--- src/rtl/axis_log2lin_if.sv ---
// AXI-Stream item bus: one data word, end-of-packet flag and a valid/ready pair.
// A transfer happens on a rising clock edge where tvalid and tready are both high.
interface axis_log2lin_if #(
    parameter int DATA_W = 16
);
    logic [DATA_W-1:0] tdata;
    logic              tlast;
    logic              tvalid;
    logic              tready;

    modport master (output tdata, output tlast, output tvalid, input tready);
    modport slave  (input tdata, input tlast, input tvalid, output tready);
endinterface

--- src/rtl/axis_log2lin.sv ---
// Log2-power to linear-power converter: P = 2^(L / 2^FRAC_W), saturating at 2^OUT_W-1.
// Three-stage pipeline (LUT, shift, saturate) streaming one item per clock.
module axis_log2lin #(
    parameter int LOG_W  = 16,
    parameter int FRAC_W = 8,
    parameter int OUT_W  = 32
) (
    input  logic           clk,
    input  logic           rst_n,
    axis_log2lin_if.slave  s_axis,
    axis_log2lin_if.master m_axis
);
    localparam int INT_W = LOG_W - FRAC_W;
    localparam int LUT_D = 1 << FRAC_W;

    // Mantissa table: round(2^15 * 2^(f / 2^FRAC_W)), evaluated at elaboration.
    function automatic logic [15:0] lut_val(input int f);
        real m;
        m = 32768.0 * (2.0 ** (real'(f) / real'(LUT_D)));
        return 16'($rtoi(m + 0.5));
    endfunction

    logic [15:0] lut [LUT_D];
    for (genvar g = 0; g < LUT_D; g++) begin : g_lut
        localparam logic [15:0] MANT = lut_val(g);
        assign lut[g] = MANT;
    end

    logic             rdy_q;
    logic             v1_q, l1_q;
    logic [INT_W-1:0] i1_q;
    logic [15:0]      m1_q;
    logic             v2_q, l2_q, sat2_q;
    logic [OUT_W-1:0] p2_q;
    logic             v3_q, l3_q;
    logic [OUT_W-1:0] d3_q;

    logic             en1, en2, en3, s_fire;
    logic [INT_W-1:0] i1_d;
    logic [15:0]      m1_d;
    logic             sat2_d;
    logic [OUT_W-1:0] p2_d, d3_d;

    // A stage may load when it is empty or its content moves on this cycle;
    // the ready chain runs backwards from m_axis.tready only.
    assign en3 = !v3_q || m_axis.tready;
    assign en2 = !v2_q || en3;
    assign en1 = !v1_q || en2;
    assign s_axis.tready = rdy_q && en1;
    assign s_fire        = s_axis.tvalid && s_axis.tready;

    assign i1_d   = s_axis.tdata[LOG_W-1:FRAC_W];
    assign m1_d   = lut[s_axis.tdata[FRAC_W-1:0]];
    assign sat2_d = int'(i1_q) >= OUT_W;
    assign p2_d   = OUT_W'(({{OUT_W{1'b0}}, m1_q} << i1_q) >> 15);
    assign d3_d   = sat2_q ? '1 : p2_q;

    always_ff @(posedge clk or negedge rst_n) begin
        if (!rst_n) begin
            rdy_q  <= 1'b0;
            v1_q   <= 1'b0;
            l1_q   <= 1'b0;
            i1_q   <= '0;
            m1_q   <= '0;
            v2_q   <= 1'b0;
            l2_q   <= 1'b0;
            sat2_q <= 1'b0;
            p2_q   <= '0;
            v3_q   <= 1'b0;
            l3_q   <= 1'b0;
            d3_q   <= '0;
        end else begin
            rdy_q <= 1'b1;
            if (en1) begin
                v1_q <= s_fire;
                l1_q <= s_axis.tlast;
                i1_q <= i1_d;
                m1_q <= m1_d;
            end
            if (en2) begin
                v2_q   <= v1_q;
                l2_q   <= l1_q;
                sat2_q <= sat2_d;
                p2_q   <= p2_d;
            end
            if (en3) begin
                v3_q <= v2_q;
                l3_q <= l2_q;
                d3_q <= d3_d;
            end
        end
    end

    assign m_axis.tvalid = v3_q;
    assign m_axis.tdata  = d3_q;
    assign m_axis.tlast  = l3_q;
endmodule

--- src/flat_wrapper.sv ---
// flat-port wrapper written by rule: the top's interface ports become plain ports
module axis_log2lin_flat 
#(
    parameter int LOG_W  = 16,
    parameter int FRAC_W = 8,
    parameter int OUT_W  = 32
)
  (clk, rst_n, s_axis_tdata, s_axis_tlast, s_axis_tvalid, s_axis_tready, m_axis_tdata, m_axis_tlast, m_axis_tvalid, m_axis_tready);
  axis_log2lin_if #(.DATA_W(16)) s_axis_i ();
  axis_log2lin_if #(.DATA_W(32)) m_axis_i ();
  input  logic clk;
  input  logic rst_n;
  input wire logic [$bits(s_axis_i.tdata)-1:0] s_axis_tdata;
  input wire logic [$bits(s_axis_i.tlast)-1:0] s_axis_tlast;
  input wire logic [$bits(s_axis_i.tvalid)-1:0] s_axis_tvalid;
  output wire logic [$bits(s_axis_i.tready)-1:0] s_axis_tready;
  output wire logic [$bits(m_axis_i.tdata)-1:0] m_axis_tdata;
  output wire logic [$bits(m_axis_i.tlast)-1:0] m_axis_tlast;
  output wire logic [$bits(m_axis_i.tvalid)-1:0] m_axis_tvalid;
  input wire logic [$bits(m_axis_i.tready)-1:0] m_axis_tready;
  assign s_axis_i.tdata = s_axis_tdata;
  assign s_axis_i.tlast = s_axis_tlast;
  assign s_axis_i.tvalid = s_axis_tvalid;
  assign s_axis_tready = s_axis_i.tready;
  assign m_axis_tdata = m_axis_i.tdata;
  assign m_axis_tlast = m_axis_i.tlast;
  assign m_axis_tvalid = m_axis_i.tvalid;
  assign m_axis_i.tready = m_axis_tready;
  axis_log2lin #(.LOG_W(LOG_W), .FRAC_W(FRAC_W), .OUT_W(OUT_W)) u_core (.clk(clk), .rst_n(rst_n), .s_axis(s_axis_i), .m_axis(m_axis_i));
endmodule
--- config.mk ---
export PLATFORM = sky130hd
export DESIGN_NAME = axis_log2lin_flat
export DESIGN_NICKNAME = d
export VERILOG_FILES = /design/src/rtl/axis_log2lin_if.sv /design/src/rtl/axis_log2lin.sv /design/src/flat_wrapper.sv
export SDC_FILE = /design/constraint.sdc
export NUM_CORES = 1
export LEC_CHECK = 0
export BUFFER_PORTS_ARGS = -buffer_cell sky130_fd_sc_hd__buf_2
export CAP_MARGIN = 15
export CORE_MARGIN = 5
export CORE_UTILIZATION = 30
export CTS_CLUSTER_SIZE = 12
export DETAILED_ROUTE_END_ITERATION = 16
export SYNTH_ARGS = -nofsm -noshare
export SYNTH_HDL_FRONTEND = slang
export SYNTH_SLANG_ARGS = --single-unit
--- constraint.sdc ---
create_clock -name clk -period 4.9 [get_ports clk]
set_clock_uncertainty 0.05 [all_clocks]
set_input_delay 0.245 -clock clk [delete_from_list [all_inputs] [get_ports clk]]
set_output_delay 0.245 -clock clk [all_outputs]
set_load 0.01 [all_outputs]
==> reports/results.tsv, run 1 <==
metric	value	unit
routedWlPerCell	23.3	um
start_util	30.4	%
fmax	295	MHz
main_combinational_cell_family_by_area_after_synthesis	compound AO/OA/AOI/OAI gates	
timing.reg2reg.setup_slack	2160	ps
final_critical_period	3390	ps
hold_path_origin	s_axis_tdata[10]	
cts_post_setup_buffers_inserted	0	
pwr-share-clk	30.2	%
dp_hpwl	25.1	mm
synth_top_cell_by_area	sky130_fd_sc_hd__dfrtp_1	
hold_path_endpoint	u_core.i1_q[2]	
setup.worst_path.start_class	primary input	
synth_area_per_cell	7.50	um2
vias	9646	
std_cell_rows	63	
synthMostInstantiatedCell	sky130_fd_sc_hd__nand2_1	
clock_sinks	96	
synthesis.yosys.warnings	0	
syn_inst	1197	
reg2reg_depth	8	
postSynth.topFlopCell	sky130_fd_sc_hd__dfrtp_1	
layout.cell_area.non_filler	9570	um2
finalSetupTns	0	ps
rsz0062_at_grt	no	
combinationalPowerShare	32.2	%
synth.area.mux_share	7.63	%
cp-end-kind	register	
critPathRequiredTime	5070	ps
internal-power	1.55	mW
grt_usage	20.9	%
dp.cells	1532	
sw_frac_of_total	37.5	%
worst_slew_pin_slew	1050	ps
layout_worst_path_cycle_share	69.1	%
post_synth_most_frequent_cells	sky130_fd_sc_hd__nand2_1 (160), sky130_fd_sc_hd__nor2_1 (129), sky130_fd_sc_hd__o21ai_0 (122)	
rr_startpoint	u_core.m_axis.tvalid	
final_net_count	1193	
r2r_end	u_core.m1_q[4]	
max-vdd-ir-drop	0.150	mV
static-leakage-power	3.78	nW
yosys.area_share.xor_xnor	0.293	%
maximum_buffer_depth_of_the_clock_tree	2	
n_antenna_cell	0	
grt_pass1_vias	9036	
worst-endpoint-arrival	3560	ps
synthesis.area	8970	um2
cts-buffers-inserted	9	
synth.distinct_cells	83	
hold_vio_cnt_final	0	
drt_first_iter_violations	1589	
finalSetupViolations	0	
grt_first_pass_wirelength	55.1	mm
synth_compound_gate_area_share	30.5	%
routed_wirelength	36.1	mm
netSwitchingPower	934	uW
setup.worst_path.class	primary input to register	
die-width	183	um
yosys.area_share.adder	2.51	%
max_cap_violations	0	
dpl-instance-area	9250	um2
fin_total_pwr	2.49	mW
design.die.area	33500	um2
detail_route.first_pass.iterations	6	
drive_gt1_share	11.0	%
area_of_the_core	29600	um2
fp.dieH	183	um
drt_antenna_net_count	0	
whs_path_depth	3	
fraction_of_registers_with_async_set_or_reset_after_synthesis	100	%
path_clk_slew	70	ps
final_core_density	32.4	%
ioPinCount	56	
synth.yosys.seq_area_share	26.8	%
cts_max_level	3	
synth_fp_nets	1236	
synth-seq-cells	96	
final_cells	1549	
slew_headroom	30.1	%
seqPwrFrac	37.6	%
critical_path_peak_fanout	28	
tritoncts	done	
share_of_the_synthesized_area_in_the_top_cell_type	26.8	%
clk_root_buffer_cell	sky130_fd_sc_hd__clkbuf_16	
yosys-top-cells-area	sky130_fd_sc_hd__dfrtp_1 (27%), sky130_fd_sc_hd__o21ai_0 (6.8%), sky130_fd_sc_hd__nand2_1 (6.7%)	
yosys.area_share.simple	24.3	%
insertion_delay	350	ps
remaining_drc_errors	0	
timing.final.max_slew_violations	0	
overflow	0	
vias_per_cell	6.23	
cts_repair_resize_count	0	
post_cts_hold_buffer_count	1	
placement.io_buffers	55	
antenna_found_initial	0	
area_delta_synth_final	6.64	%
status	completed	
synth_enable_flop_cells	0	
cellPowerDensity	260	nW/um2
grt_max_degree	93	
place_congestion	1.00	
hold_crit_path_type	primary input to register	
## critical path, stage by stage
cell and delay, ps:
sky130_fd_sc_hd__buf_2 400, sky130_fd_sc_hd__inv_1 320, sky130_fd_sc_hd__ha_1 800, sky130_fd_sc_hd__nor2b_1 640, sky130_fd_sc_hd__nor2_1 110, sky130_fd_sc_hd__mux4_2 490
sky130_fd_sc_hd__a211oi_1 280, sky130_fd_sc_hd__a211o_1 170, sky130_fd_sc_hd__nand3_1 70
## layout by cell type, fill, tap and decap left out, types with 11 or more instances in the layout
| cell type | Yosys | final |
|---|---|---|
| sky130_fd_sc_hd__o211ai_1 | 15 | 15 |
| sky130_fd_sc_hd__buf_4 | 11 | 23 |
| sky130_fd_sc_hd__dfrtp_1 | 96 | 96 |
| sky130_fd_sc_hd__a21oi_1 | 68 | 68 |
| sky130_fd_sc_hd__o21ai_0 | 122 | 122 |
| sky130_fd_sc_hd__nor2_1 | 129 | 129 |
| sky130_fd_sc_hd__nor3_1 | 39 | 39 |
| sky130_fd_sc_hd__nand2_1 | 160 | 160 |
| sky130_fd_sc_hd__mux4_2 | 11 | 11 |
| sky130_fd_sc_hd__nand3_1 | 25 | 25 |
| sky130_fd_sc_hd__a211oi_1 | 31 | 31 |
| sky130_fd_sc_hd__nand2b_1 | 21 | 21 |
| sky130_fd_sc_hd__nor2b_1 | 26 | 25 |
| sky130_fd_sc_hd__a311oi_1 | 11 | 11 |
| sky130_fd_sc_hd__ha_1 | 18 | 18 |
| sky130_fd_sc_hd__a31oi_1 | 21 | 21 |
| sky130_fd_sc_hd__mux2i_1 | 32 | 32 |
| sky130_fd_sc_hd__inv_1 | 16 | 15 |
| sky130_fd_sc_hd__buf_2 | 52 | 51 |
## cells by family (layout without fill, tap and decap cells)
| logic type | after synthesis | in the layout |
|---|---|---|
| compound gates | 412 | 412 |
| xor+xnor | 3 | 3 |
| fa+ha+maj | 18 | 18 |
| buf+inv | 145 | 107 |
| flops | 96 | 96 |
| mux | 53 | 53 |
| other cells | 1 | 1 |
| simple gates | 469 | 469 |
## power groups by stage
stage	logic, mW	clock network (mW)	registers [mW]
3_3_place_gp	0.783	0	0.948
6_report	0.801	0.752	0.935
5_1_grt	0.860	0.810	0.948
2_1_floorplan	0.533	0	0.937
3_5_place_dp	0.775	0	0.952
4_1_cts	0.779	0.775	0.936
## metal layers
metal,global-route usage (%),vias up,routed length (um)
met3,4.15,130,3910
met1,28.9,4471,14800
met2,31.6,689,15600
met5,0,-,0
li1,-,4356,-
met4,9.18,0,1830
## worst max path at each step
stage / slack [ps] / to / start / cells after the start
global placement: 1400 / u_core.m1_q[2] / s_axis_tdata[1] / 9
floorplan: 2230 / u_core.m1_q[2] / s_axis_tdata[0] / 12
detailed placement: 1240 / u_core.m1_q[2] / s_axis_tdata[1] / 9
finish: 1520 / u_core.m1_q[2] / s_axis_tdata[1] / 9
CTS: 1610 / u_core.m1_q[2] / s_axis_tdata[1] / 9
global route: 1290 / u_core.m1_q[6] / s_axis_tdata[1] / 9
## sequential cells by signal, indices dropped and copies added (netlist names)
| name | count |
|---|---|
| u_core.m1_q | 16 |
| u_core.rdy_q | 1 |
| u_core.v1_q | 1 |
| u_core.v2_q | 1 |
| u_core.m_axis.tlast | 1 |
| u_core.m_axis.tdata | 32 |
| u_core.p2_q | 32 |
| u_core.m_axis.tvalid | 1 |
| u_core.l1_q | 1 |
| u_core.i1_q | 8 |
| u_core.l2_q | 1 |
| u_core.sat2_q | 1 |
## area by class of cell
class / instances / area (um2)
Tap cell: 390 / 488
Timing Repair Buffer: 75 / 438
Sequential cell: 96 / 2400
Multi-Input combinational cell: 956 / 5870
Clock inverter: 6 / 73.8
Clock buffer: 10 / 239
Inverter: 16 / 60.1
Fill cell: 3189 / 20000
## stage by stage
step                setup WS (ps)  hold WS [ps]
floorplan                    2230          -101
global placement             1400           261
detailed placement           1240           265
CTS                          1610          35.7
global route                 1290          51.3
finish                       1520          47.6
Power figures use the tool's default switching activity.
==> inputs of run 2 (changes only) <==
- clock period: 4.9 -> 3.2 ns (I/O delays scaled with it)
==> run 2 against run 1 <==
  * Clock power rose by 60%
  * Count of clock-buffer cells in the layout down 1
  * Cell count increased by 3.6%
  * Largest cell class unchanged
  * Wire length rose by 5.4%
  * Global-route usage increased by 1.3 points
==> reports/results.tsv, run 2 (synthesis gave the netlist of run 1 again) <==
metric	value	unit
grt_first_pass_wirelength	58.8	mm
routed_wirelength	38.1	mm
dpl-instance-area	9670	um2
setup.worst_path.class	register to register	
ioPinCount	56	
antenna_found_initial	0	
cp-end-kind	register	
drive_gt1_share	14.2	%
critPathRequiredTime	3390	ps
drt_first_iter_violations	1505	
grt_max_degree	101	
place_worst_setup_slack	313	ps
hold_vio_cnt_final	0	
vias	9920	
detail_route.first_pass.iterations	6	
layout_worst_path_cycle_share	80.4	%
final_net_count	1248	
grt_pass1_vias	9437	
worst_slack_setup_final	626	ps
static-leakage-power	4.08	nW
clk_root_buffer_cell	sky130_fd_sc_hd__clkbuf_16	
fmax	389	MHz
dp_hpwl	27.5	mm
grt_usage	22.2	%
area_delta_synth_final	12.5	%
hold_crit_path_type	primary input to register	
fill_cells	3221	
commonest_non_fill_non_tap_cell_in_the_layout	sky130_fd_sc_hd__nand2_1	
die-width	183	um
max-vdd-ir-drop	0.216	mV
drt_antenna_net_count	0	
placement.io_buffers	55	
rsz0062_at_grt	no	
cts_repair_resize_count	0	
cts-buffers-inserted	9	
cts_max_level	3	
critical_path_peak_fanout	22	
clock_sinks	96	
final_critical_period	2570	ps
vias_per_cell	6.18	
path_clk_slew	70	ps
layout_common_cells	sky130_fd_sc_hd__nand2_1 (160), sky130_fd_sc_hd__nor2_1 (129), sky130_fd_sc_hd__o21ai_0 (122)	
routedWlPerCell	23.8	um
design.die.area	33500	um2
fp.dieH	183	um
insertion_delay	360	ps
maximum_buffer_depth_of_the_clock_tree	2	
status	completed	
setup.worst_path.start_class	register	
start_util	30.4	%
place_congestion	1.08	
cts_post_setup_buffers_inserted	0	
area_of_the_core	29600	um2
tritoncts	done	
fin_total_pwr	3.95	mW
layout.cell_area.non_filler	10100	um2
worst_slew_pin_slew	1010	ps
slew_headroom	32.6	%
cellPowerDensity	391	nW/um2
remaining_drc_errors	0	
n_antenna_cell	0	
timing.final.max_slew_violations	0	
finalSetupViolations	0	
std_cell_rows	63	
worst-endpoint-arrival	2760	ps
final_core_density	34.1	%
overflow	0	
finalSetupTns	0	ps
max_cap_violations	0	
-- run 2: changes by cell type in the layout (fill, tap and decap cells not counted), sizes merged --
cell,delta
buf,+46
bufinv,+1
clkbuf,-1
clkinv,+3
clkinvlp,-2
dlygate4sd3,+9
inv,-1
-- run 2: cell type report --
type | instances | area [um2] | area share (%)
Timing Repair Buffer | 130 | 946 | 9.37
Multi-Input combinational cell | 956 | 5870 | 58.2
Sequential cell | 96 | 2400 | 23.8
Clock inverter | 7 | 103 | 1.02
Inverter | 16 | 60.1 | 0.595
Clock buffer | 9 | 225 | 2.23
Tap cell | 390 | 488 | 4.83
-- run 2: where the power goes --
group / leakage (nW) / internal [mW] / switching, mW / total, mW
Combinational: 2.77 / 0.473 / 0.844 / 1.32
Sequential: 1.15 / 1.32 / 0.104 / 1.43
Clock: 0.162 / 0.695 / 0.510 / 1.20
-- run 2: per-layer routing --
layer  vias up  share of wire, %  GRT usage, %
met5         -                 0             0
met4         0               5.5          10.6
met3       143               9.5          4.78
met2       630                44          34.0
met1      4702                41          29.9
li1       4445                 -             -
-- run 2: worst max-delay path, stage by stage (launching register included) --
cell and delay (ps):
sky130_fd_sc_hd__dfrtp_1 940, sky130_fd_sc_hd__mux2i_1 310, sky130_fd_sc_hd__nor2_1 90, sky130_fd_sc_hd__mux4_2 540, sky130_fd_sc_hd__nand2_1 90, sky130_fd_sc_hd__o21ai_1 90, sky130_fd_sc_hd__a221o_1 340
-- run 2: worst paths after layout --
check                            startpoint                 endpoint  cells past startpoint  slack [ps]
setup reg to reg             u_core.i1_q[0]          u_core.p2_q[19]                      6         630
hold / removal             s_axis_tdata[15]           u_core.i1_q[7]                      3           8
min in group asynchronous             rst_n  u_core.m_axis.tdata[14]                      2         380
setup / recovery             u_core.i1_q[0]          u_core.p2_q[19]                      6         630
max in group asynchronous             rst_n  u_core.m_axis.tdata[24]                      3        2020
hold reg to reg                u_core.rdy_q              u_core.v1_q                      2         420
-- run 2: timing repair --
action | 4_1_cts | 5_1_grt
endpoints found under the hold margin | 64 | 0
endpoints found under the setup margin | 0 | 0
hold buffers | 10 | 0
-- run 2: metrics by stage --
step | std cells | hold slack (ps)
CTS | 1604 | 5.87
floorplan | 1197 | -186
global route | 1604 | 12.8
finish | 1604 | 7.51
global placement | 1577 | 238
detailed placement | 1578 | 238
==> inputs of run 3 (changes only) <==
- clock period: 3.2 -> 2.13 ns (I/O delays scaled with it)
==> run 3 against run 2 <==
  * Via count is 6.4% higher
  * Flip-flop and latch count stayed put
  * Sequential share of layout area is 3.3 points lower
  * Utilization is 5.6 points higher
  * Non-clock buffer count is 193 higher
  * Wire length is 7.1% higher
  * Worst setup slack worse by 580 ps
  * Critical path depth is 5 higher
  * Critical endpoint is now u_core.m1_q[0]
  * Largest cell class unchanged
==> reports/results.tsv, run 3 (synthesis gave the netlist of run 1 again) <==
metric	value	unit
final_core_density	39.8	%
grt_first_pass_wirelength	62.0	mm
critical_path.slowest_cell	sky130_fd_sc_hd__nor3_1	
final_critical_period	2080	ps
path_clk_slew	70	ps
max-vdd-ir-drop	0.370	mV
crit_chain	buf_2 > buf_12 > ha_1 > buf_4 > inv_1 > o21ai_1 > buf_4 > a21oi_1 > nor3_1 > nor3_1 > a211oi_1	
layout.cell_area.non_filler	11800	um2
cellPowerDensity	526	nW/um2
critical_path_peak_fanout	8	
maximum_buffer_depth_of_the_clock_tree	2	
n_antenna_cell	0	
final.hold.worst_slack	22.2	ps
cts_max_level	3	
drive_gt1_share	27.7	%
dp_hpwl	31.7	mm
grt_usage	23.5	%
finalSetupTns	0	ps
tritoncts	done	
finalSetupViolations	0	
max_cap_violations	0	
clock_sinks	96	
rr_startpoint	u_core.i1_q[0]	
timing.final.max_slew_violations	0	
die-width	183	um
routed_wirelength	40.8	mm
layout_common_cells	sky130_fd_sc_hd__buf_4 (246), sky130_fd_sc_hd__nand2_1 (160), sky130_fd_sc_hd__nor2_1 (128)	
vias_per_cell	5.88	
area_of_the_core	29600	um2
remaining_drc_errors	0	
setup.worst_path.start	s_axis_tdata[0]	
hold_crit_path_type	primary input to register	
worst-endpoint-arrival	2290	ps
antenna_found_initial	0	
cp-end-kind	register	
layout_worst_path_cycle_share	97.8	%
clk_root_buffer_cell	sky130_fd_sc_hd__clkbuf_16	
hold_path_origin	s_axis_tdata[7]	
grt_max_degree	66	
cp_num_buf_inv	5	
grt_pass1_vias	10072	
worst_slew_pin_slew	604	ps
routedWlPerCell	22.7	um
std_cell_rows	63	
insertion_delay	350	ps
fp.dieH	183	um
fmax	480	MHz
ioPinCount	56	
drt_first_iter_violations	1363	
design.die.area	33500	um2
critPathRequiredTime	2330	ps
dpl-instance-area	11200	um2
vias	10552	
commonest_non_fill_non_tap_cell_in_the_layout	sky130_fd_sc_hd__buf_4	
hold_vio_cnt_final	0	
slew_headroom	59.6	%
cts-buffers-inserted	9	
crit_path_max_incr_delay	390	ps
area_delta_synth_final	30.9	%
drt_antenna_net_count	0	
detail_route.first_pass.iterations	5	
placement.io_buffers	55	
static-leakage-power	5.04	nW
setup.worst_path.class	primary input to register	
start_util	30.4	%
setup.worst_path.start_class	primary input	
worst_path_dominant_cell_family	buffers and inverters	
overflow	0	
place_congestion	1.04	
final_net_count	1441	
status	completed	
## run 3: changes by cell type in the layout (fill, tap and decap cells not counted), moves of 3 or more
| cell | change |
|---|---|
| sky130_fd_sc_hd__mux2i_1 | -7 |
| sky130_fd_sc_hd__buf_4 | +184 |
| sky130_fd_sc_hd__mux2i_2 | +6 |
| sky130_fd_sc_hd__a2111oi_0 | -7 |
| sky130_fd_sc_hd__o21ai_0 | -3 |
| sky130_fd_sc_hd__buf_12 | +8 |
| sky130_fd_sc_hd__a21oi_1 | -3 |
| sky130_fd_sc_hd__a2111oi_1 | +5 |
| sky130_fd_sc_hd__a21oi_2 | +3 |
## run 3: worst register-to-register path, delay by kind of cell, from the launching register on
family | cells | cell delay [ps]
DFF | 1 | 420
AOI/OAI and AO/OA | 2 | 390
buffers and inverters | 2 | 290
and+or+nand+nor | 1 | 80
muxes | 2 | 690
## run 3: power breakdown
part	leakage, nW	internal [mW]	total, mW	switching [mW]
Sequential	1.15	1.99	2.12	0.126
Combinational	3.75	1.03	2.44	1.42
Clock	0.138	0.910	1.62	0.709
Total	5.04	3.93	6.18	2.25
## run 3: path summary, 6_finish.rpt
path	endpoint	cells after the start	slack (ps)
worst max register to register	u_core.p2_q[10]	7	80
worst max-delay path	u_core.m1_q[0]	11	50
max in group asynchronous	u_core.m_axis.tdata[4]	3	1130
worst min register to register	u_core.p2_q[8]	2	420
min in group asynchronous	u_core.m_axis.tdata[20]	2	270
worst min-delay path	u_core.m1_q[14]	3	20
## run 3: metal layers
layer  share of wire [%]  GRT usage, %
met1                  42          32.0
met2                  45          37.8
met3                 7.8          2.70
met4                 5.0          10.0
met5                   0             0
## run 3: repair_timing
item,in CTS,in global routing
hold buffers,11,0
hold endpoints to repair,53,0
buffers inserted,0,3
gates resized for setup,1,30
gates cloned,0,1
setup endpoints to repair,1,25
## run 3: stage by stage
stage	power, mW	instances	setup slack, ps
CTS	6.12	1792	8.01
global route	6.45	1796	-26.1
finish	6.18	1796	46.4
global placement	4.48	1766	-423
floorplan	3.40	1197	11.0
detailed placement	4.47	1766	-374
## run 3: area by class of cell
| type | instances | area (um2) |
|---|---|---|
| repair buffers | 323 | 2520 |
| inverters | 16 | 65.1 |
| clock buffers | 9 | 225 |
| multi-input cells | 956 | 5980 |
| well taps | 390 | 488 |
| clock inverters | 6 | 67.6 |
| flip-flops and latches | 96 | 2400 |
| fillers | 3084 | 17800 |
